### src/rtl/ce_gen_pkg.sv
// Shared types and helpers for the clock-enable generator bank.
package ce_gen_pkg;

    // Counter width the config struct is built for; the bank's CNT_W must match.
    localparam int CE_CNT_W = 8;

    localparam logic MODE_INT  = 1'b0;
    localparam logic MODE_FRAC = 1'b1;

    // One channel's configuration: mode, numerator, denominator/divisor.
    typedef struct packed {
        logic                frac;
        logic [CE_CNT_W-1:0] num;
        logic [CE_CNT_W-1:0] den;
    } ce_cfg_t;

    // Effective denominator: a zero divisor behaves as divide-by-one.
    function automatic logic [CE_CNT_W-1:0] deff(input logic [CE_CNT_W-1:0] den);
        logic [CE_CNT_W-1:0] one_v;
        one_v = {{(CE_CNT_W-1){1'b0}}, 1'b1};
        if (den == {CE_CNT_W{1'b0}}) begin
            return one_v;
        end else begin
            return den;
        end
    endfunction

endpackage

### src/rtl/ce_gen_channel.sv
// One clock-enable channel: integer divider or N/D phase accumulator, with
// config changes deferred to a period boundary so the output never glitches.
module ce_gen_channel
    import ce_gen_pkg::*;
#(
    parameter int CNT_W = CE_CNT_W
) (
    input  logic             clk,
    input  logic             n_reset,
    input  logic             resync,
    input  logic             cfg_frac,
    input  logic [CNT_W-1:0] cfg_num,
    input  logic [CNT_W-1:0] cfg_den,
    output logic             ce,
    output logic             cfg_ack
);

    ce_cfg_t          cfg_in_s;
    ce_cfg_t          cfg_r;
    logic [CNT_W-1:0] cnt_r;
    logic [CNT_W:0]   acc_r;
    logic             ce_r;
    logic             ack_r;

    logic [CNT_W-1:0] deff_s;
    logic [CNT_W-1:0] neff_s;
    logic [CNT_W:0]   sum_s;
    logic             last_s;
    logic             boundary_s;
    logic             ce_nxt_s;
    logic [CNT_W-1:0] cnt_nxt_s;
    logic [CNT_W:0]   acc_nxt_s;
    logic             changed_s;

    assign cfg_in_s = '{frac: cfg_frac, num: cfg_num, den: cfg_den};

    // Next-state of the divider/accumulator and detection of the period boundary.
    always_comb begin
        deff_s     = deff(cfg_r.den);
        neff_s     = (cfg_r.num < deff_s) ? cfg_r.num : deff_s;
        sum_s      = acc_r + {1'b0, neff_s};
        last_s     = (cnt_r == (deff_s - {{(CNT_W-1){1'b0}}, 1'b1}));
        changed_s  = (cfg_in_s != cfg_r);
        boundary_s = 1'b0;
        ce_nxt_s   = 1'b0;
        cnt_nxt_s  = cnt_r;
        acc_nxt_s  = acc_r;
        case (cfg_r.frac)
            MODE_INT: begin
                boundary_s = last_s;
                ce_nxt_s   = last_s;
                cnt_nxt_s  = last_s ? {CNT_W{1'b0}} : (cnt_r + {{(CNT_W-1){1'b0}}, 1'b1});
            end
            MODE_FRAC: begin
                if (neff_s == {CNT_W{1'b0}}) begin
                    // No pulses; count a Deff-cycle window so a new config can still land.
                    boundary_s = last_s;
                    ce_nxt_s   = 1'b0;
                    cnt_nxt_s  = last_s ? {CNT_W{1'b0}} : (cnt_r + {{(CNT_W-1){1'b0}}, 1'b1});
                end else begin
                    ce_nxt_s   = (sum_s >= {1'b0, deff_s});
                    boundary_s = ce_nxt_s;
                    acc_nxt_s  = ce_nxt_s ? (sum_s - {1'b0, deff_s}) : sum_s;
                end
            end
            default: begin
                boundary_s = 1'b0;
                ce_nxt_s   = 1'b0;
            end
        endcase
    end

    // Registered state: reset/resync restart, boundary-aligned config adoption.
    always_ff @(posedge clk) begin
        if (!n_reset || resync) begin
            cfg_r <= cfg_in_s;
            cnt_r <= {CNT_W{1'b0}};
            acc_r <= {(CNT_W+1){1'b0}};
            ce_r  <= 1'b0;
            ack_r <= 1'b0;
        end else if (boundary_s && changed_s) begin
            cfg_r <= cfg_in_s;
            cnt_r <= {CNT_W{1'b0}};
            acc_r <= {(CNT_W+1){1'b0}};
            ce_r  <= ce_nxt_s;
            ack_r <= 1'b1;
        end else begin
            cnt_r <= cnt_nxt_s;
            acc_r <= acc_nxt_s;
            ce_r  <= ce_nxt_s;
            ack_r <= 1'b0;
        end
    end

    assign ce      = ce_r;
    assign cfg_ack = ack_r;

endmodule

### src/rtl/ce_gen_bank.sv
// Bank of independent clock-enable channels sharing clock, reset and resync.
module ce_gen_bank
    import ce_gen_pkg::*;
#(
    parameter int NUM_CH = 2,
    parameter int CNT_W  = CE_CNT_W
) (
    input  logic                    clk,
    input  logic                    n_reset,
    input  logic [NUM_CH-1:0]       cfg_frac,
    input  logic [NUM_CH*CNT_W-1:0] cfg_num,
    input  logic [NUM_CH*CNT_W-1:0] cfg_den,
    input  logic                    resync,
    output logic [NUM_CH-1:0]       ce,
    output logic [NUM_CH-1:0]       cfg_ack
);

    for (genvar i = 0; i < NUM_CH; i++) begin : g_ch
        ce_gen_channel #(
            .CNT_W (CNT_W)
        ) u_ch (
            .clk      (clk),
            .n_reset  (n_reset),
            .resync   (resync),
            .cfg_frac (cfg_frac[i]),
            .cfg_num  (cfg_num[i*CNT_W +: CNT_W]),
            .cfg_den  (cfg_den[i*CNT_W +: CNT_W]),
            .ce       (ce[i]),
            .cfg_ack  (cfg_ack[i])
        );
    end

endmodule
### config.mk
export PLATFORM = sky130hd
export DESIGN_NAME = ce_gen_bank
export DESIGN_NICKNAME = d
export VERILOG_FILES = /design/src/rtl/ce_gen_pkg.sv /design/src/rtl/ce_gen_channel.sv /design/src/rtl/ce_gen_bank.sv
export SDC_FILE = /design/constraint.sdc
export NUM_CORES = 1
export LEC_CHECK = 0
export ABC_AREA = 0
export BUFFER_PORTS_ARGS = -buffer_cell sky130_fd_sc_hd__buf_4
export CAP_MARGIN = 20
export CORE_MARGIN = 5
export CORE_UTILIZATION = 46
export DETAILED_ROUTE_END_ITERATION = 10
export PLACE_DENSITY_LB_ADDON = 0.15
export SETUP_SLACK_MARGIN = 0.4
export SYNTH_ARGS = -nofsm -noshare
export SYNTH_HDL_FRONTEND = slang
export SYNTH_HIERARCHICAL = 1
export SYNTH_SLANG_ARGS = --single-unit
export TNS_END_PERCENT = 100
### constraint.sdc
create_clock -name clk -period 5.2 [get_ports clk]
set_input_delay 1.04 -clock clk [delete_from_list [all_inputs] [get_ports clk]]
set_output_delay 1.04 -clock clk [all_outputs]
set_load 0.1 [all_outputs]
# After elaboration in Yosys (flattened, before gate mapping)
# Index checks and enable logic that the tools add are counted.
# totals
inputBits	37
out_inout_bits	4
register_bits	72
word_cells	76
# op_classes
n_eq_ne	6
n_reduce_logical	14
bitwise_logic	4
n_addsub	8
magnitude_cmp	4
mux	26
# op_table
cell	n
$mux W17	4
$mux W8	8
$ne A17 B17 Y1	2
$logic_not A8 Y1	4
$pmux W8 S2	2
$add A9 B8 Y9	2
$ge A9 B8 Y1	2
$mux W9	2
$sub A9 B8 Y9	2
$add A8 B1 Y8 const B	2
$eq A8 B8 Y1	2
$lt A8 B8 Y1	2
$sub A8 B1 Y8 const B	2
$pmux W1 S2	4
$mux W1	6
$ne A2 B2 Y1 const B	2
$not A1 Y1	4
$reduce_and A2 Y1	2
$reduce_bool A2 Y1	2
$reduce_or A2 Y1	2
$logic_and A1 B1 Y1	2
$logic_not A1 Y1	1
$logic_or A1 B1 Y1	1

# Logic depth before layout (Yosys ltp)
# depth
ltp_word	11
ltp_mapped	27
mapped_depth_nobuf	24

# By module
# The synthesis kept the hierarchy.
# by_module_without_submodules
module	cells_per_inst	instances	area_each_um2	seq_area_each_um2
ce_gen_channel (g_ch[0].u_ch)	321	1	2914.0	890.9
ce_gen_channel (g_ch[1].u_ch)	306	1	2826.5	890.9

# Least setup slack after synthesis
# Ideal clock, no wire load.
# synth_timing
path_type	register to register
startpoint	register g_ch[1].u_ch/cfg_r[3] in the netlist's numbering
endpoint	register g_ch[1].u_ch/cfg_r[0] in the netlist's numbering, enable pin
setup_slack_ns	0.110
path_buffers	3
synth_period_minus_slack_ns	5.090
t_arrival_ns	4.775
required_ns	4.885
stages_incl_launch_ff	24
setup_ns	0.315
path_cell_list	edfxtp_1 > buf_6 > or4_4 > o41ai_4 > a21oi_2 > nor2_4 > mux2_2 > ha_1 > a21o_1 > a21oi_1 > o21ai_0 > a21o_1 > a21oi_1 > xnor2_1 > ha_1 > nand4_1 > o21ba_2 > and2_1 > nand4bb_1 > a21oi_1 > nand3b_1 > nand2b_1 > buf_6 > buf_6
# synth_between
elab_chain_len	10
word_cells_on_any_way	14
classes_between	add/sub: 2; order compare: 2; eq/ne: 2; mux: 4; reduce/logical: 4
# synth_rtl
item	line	rtl
start, declared	ce_gen_channel.sv:19	ce_cfg_t cfg_r;
start signal, assigned	ce_gen_channel.sv:76	cfg_r <= cfg_in_s;
start signal, assigned	ce_gen_channel.sv:82	cfg_r <= cfg_in_s;
$logic_not A8 Y1	ce_gen_pkg.sv:21	if (den == {CE_CNT_W{1'b0}}) begin
$mux W8	ce_gen_pkg.sv:21	
$lt A8 B8 Y1	ce_gen_channel.sv:40	neff_s = (cfg_r.num < deff_s) ? cfg_r.num : deff_s;
$mux W8	ce_gen_channel.sv:40	
$add A9 B8 Y9	ce_gen_channel.sv:41	sum_s = acc_r + {1'b0, neff_s};
$ge A9 B8 Y1	ce_gen_channel.sv:61	ce_nxt_s = (sum_s >= {1'b0, deff_s});
$mux W1	ce_gen_channel.sv:55	if (neff_s == {CNT_W{1'b0}}) begin
$pmux W1 S2	ce_gen_channel.sv:48	case (cfg_r.frac)
$logic_and A1 B1 Y1 *	ce_gen_channel.sv:81	end else if (boundary_s && changed_s) begin
$reduce_bool A2 Y1 (no source line) *	n/a	
# Mark *: on every way between the ends. The rest lies on a longest branch, timed or not.
# A chain may end at the register's enable or synchronous reset.

# Final worst setup path
# layout_timing
startpoint	register g_ch[1].u_ch/cfg_r[4] in the netlist's numbering
endpoint	register g_ch[1].u_ch/cfg_r[15] in the netlist's numbering, enable pin
# The elaborated chain is that of the path after synthesis.

==> run_results.csv <==
group,metric,value,unit
outcome,status,"complete, but fails checks",
outcome,violations,"negative setup slack",
floorplanning,dieArea,14800,µm²
worst_hold_path,holdCritPathClass,"reg2reg",
floorplanning,num_io_pins,41,
synth,synth-edff-count,34,
synth,syn_nets,720,
sta,fin_crit_sh,100,%
sta,fmax,192,MHz
floorplanning,die_h,122,µm
clock_network,htreeDepth,3,
sta,rsz0062_at_grt,"true",
synth,ys_seq_area_share,31.0,%
sta,period_minus_slack,5.20,ns
grt,grt_first_pass_wirelength,25.6,mm
synth,syn_area_per_cell,9.16,µm²
clock_network,cts_buffers,9,
critical_path,start_kind,"flop",
drt,ant_nets,0,
clock_network,cts_tree,"done",
floorplanning,row_count,40,
final_layout,area_delta_synth_final,32.4,%
final_layout,fin_nets,837,
synth,netlist_instances,627,
clock_network,clock_tree.root_cell,"clkbuf_16",
sta,setup_slack,-0.00129,ns
critical_path,crit_type,"reg2reg",
clock_network,clk_pin_slew,0.06,ns
grt,grt_overflow_total,0,
pwr,leakage,3.19,nW
synth,ys_async_sr_fraction,0,%
synth,synth.distinct_cells,68,
sta,skew,0.0110,ns
placed_design,port-buffer-count,40,
sta,max_slew_margin,24.4,%
synth,ys_warn_count,6,
sta,worst_pin_slew,1.13,ns
pwr,power_density,614,nW/µm²
sta,finalHoldViolations,0,
pwr,ir_drop,0.321,mV
sta,slew_viol_final,0,
placed_design,pre_cts_slack,0.00351,ns
floorplanning,initial_core_util,47.4,%
critical_path,crit_required,5.32,ns
grt,grt_pass1_vias,5054,
placed_design,post-dp-hpwl,11.1,mm
drt,viasPerCell,5.59,
clock_network,clk_latency,0.36,ns
drt,wirelength,16.3,mm
floorplanning,fp.dieW,122,µm
drt,drc_errors,0,
floorplanning,coreArea,12100,µm²
flow_run,drv_cap,0,
drt,num_vias,5126,
drt,routedWlPerCell,17.8,µm
grt,grt_max_degree,25,
sta,setup_viol,4,
drt,initialDrtViolationCount,383,
synth,synth_ff_type,"dfxtp_1",
critical_path,path_max_fanout,6,
grt,track_usage,22.0,%
final_layout,final_area,7600,µm²
synth,syn_area,5740,µm²
drt,firstDrtPassIters,6,
synth,ys_ff_latch,72,
placed_design,globalplace.congestion,0.893,
placed_design,placed_area,6440,µm²
critical_path,cp-end-kind,"flop",
clock_network,cts_buffer_depth,2,
clock_network,clock-sinks,72,
final_layout,diodes,0,
final_layout,drive_gt1_share,30.7,%
critical_path,arrival,5.32,ns
grt,antenna_found_initial,0,
## critical path, cell delays in order, from the launching register on
cell	delay, ns
edfxtp_1	0.43
or4_4	0.56
o41ai_4	0.28
a21oi_2	0.13
nor2_4	0.20
mux2_4	0.33
ha_4	0.16
inv_2	0.05
fa_2	0.23
nor2b_4	0.05
o21a_1	0.17
nor2_2	0.12
xnor2_2	0.09
ha_2	0.18
or4_4	0.54
o211ai_1	0.35
nand4bb_1	0.24
a21oi_2	0.21
nand3b_1	0.21
nand2b_4	0.11
buf_12	0.14
clkbuf_16	0.15
## layout make-up
cell class                      instances  area [µm²]
Timing Repair Buffer                  124        1090
Multi-Input combinational cell        492        4000
Clock inverter                          5        82.6
Inverter                               45         169
Clock buffer                           11         275
Fill cell                            1019        4510
Sequential cell                        72        1780
Tap cell                              168         210
## registers in the layout, summed over array words and instances, names as in the netlist
| name | count |
|---|---|
| g_ch.u_ch/acc_r | 18 |
| g_ch.u_ch/cfg_r | 34 |
| g_ch.u_ch/cfg_ack | 2 |
| g_ch.u_ch/ce | 2 |
| g_ch.u_ch/cnt_r | 16 |
## cells in the mapped netlist, drive strengths merged, types with 5 or more instances
cell / instances / area (µm²)
clkbuf: 11 / 41.3
dfxtp: 38 / 761
a211oi: 15 / 148
nand2b: 6 / 37.5
nand2: 54 / 203
buf: 8 / 71.3
ha: 52 / 651
o211ai: 8 / 75.1
nor3: 13 / 70.1
o21a: 6 / 45.0
xnor2: 64 / 561
a21o: 11 / 82.6
o21ai: 29 / 145
nor4: 10 / 68.8
edfxtp: 34 / 1020
xor2: 28 / 245
a31oi: 6 / 50.0
a211o: 5 / 43.8
a21oi: 34 / 185
inv: 45 / 169
nor2: 53 / 214
mux2i: 8 / 80.1
nand4: 18 / 113
nor3b: 8 / 70.1
nand3: 12 / 60.1
## path summary, 6_finish.rpt
check	to	from	slack [ns]	depth (start not counted)
worst min-delay path	g_ch[1].u_ch/acc_r[7]	g_ch[1].u_ch/acc_r[7]	0.47	2
worst min register to register	g_ch[1].u_ch/acc_r[7]	g_ch[1].u_ch/acc_r[7]	0.47	2
worst max register to register	g_ch[1].u_ch/cfg_r[15]	g_ch[1].u_ch/cfg_r[4]	-0.001	21
worst max-delay path	g_ch[1].u_ch/cfg_r[15]	g_ch[1].u_ch/cfg_r[4]	-0.001	21
## metrics by stage
stage / power, mW / cells / TNS, ns / util, % / hold WS [ns]
final: 4.66 / 917 / -0.00397 / 62.8 / 0.471
after global routing: 4.97 / 917 / -3.86 / 62.8 / 0.500
after CTS: 4.29 / 903 / 0 / 59.6 / 0.471
after detailed placement: 3.23 / 848 / 0 / 53.2 / 0.462
after global placement: 3.18 / 848 / 0 / 53.2 / 0.455
after floorplan: 2.68 / 627 / 0 / - / 0.436
## where the power goes
group | switching [mW] | internal, mW | total [mW]
sequential | 0.0931 | 0.702 | 0.796
combinational | 1.67 | 1.45 | 3.12
clock | 0.265 | 0.480 | 0.745
total | 2.03 | 2.63 | 4.66
## routing by layer
layer  GRT usage [%]  part of all wire (%)  vias up
li1                -                     -     2489
met1            31.1                    47     2479
met2            33.9                    46      134
met3            3.67                   5.0       24
met4            7.70                   2.0        0
met5               0                     0        -
## cell usage in the layout (no fill, tap or decap), types with 5 or more instances in the layout
master,n
a211o_1,5
a211oi_1,6
a211oi_2,8
a21o_1,11
a21oi_1,19
a21oi_2,15
buf_4,108
buf_6,7
clkbuf_16,14
dfxtp_1,38
edfxtp_1,34
ha_1,46
inv_1,39
inv_2,6
mux2i_1,7
nand2_1,52
nand3_1,12
nand4_1,18
nor2_1,48
nor3_1,11
nor4_1,9
o211ai_1,5
o21a_1,5
o21ai_0,20
o21ai_1,6
xnor2_1,61
xor2_1,27
## cells by family (layout without fill, tap and decap cells)
group | after synthesis | count (layout) | share of synthesized area, %
AOI/OAI and AO/OA | 137 | 137 | 17.9
xor gates and xnor gates | 92 | 92 | 14.0
adders and majority gates | 56 | 56 | 12.7
buffers and inverters | 64 | 185 | 4.90
DFF | 72 | 72 | 31.0
muxes | 10 | 10 | 1.79
and+or+nand+nor | 196 | 197 | 17.7
## what timing repair did
action,CTS,global route
gates resized for setup,27,46
endpoints found under the hold margin,0,0
endpoints found under the setup margin,66,72
pin swaps,26,38
cloned,3,4
hold buffers,0,0
buffers inserted,36,10
No activity file was read; power rests on OpenSTA's default activity.
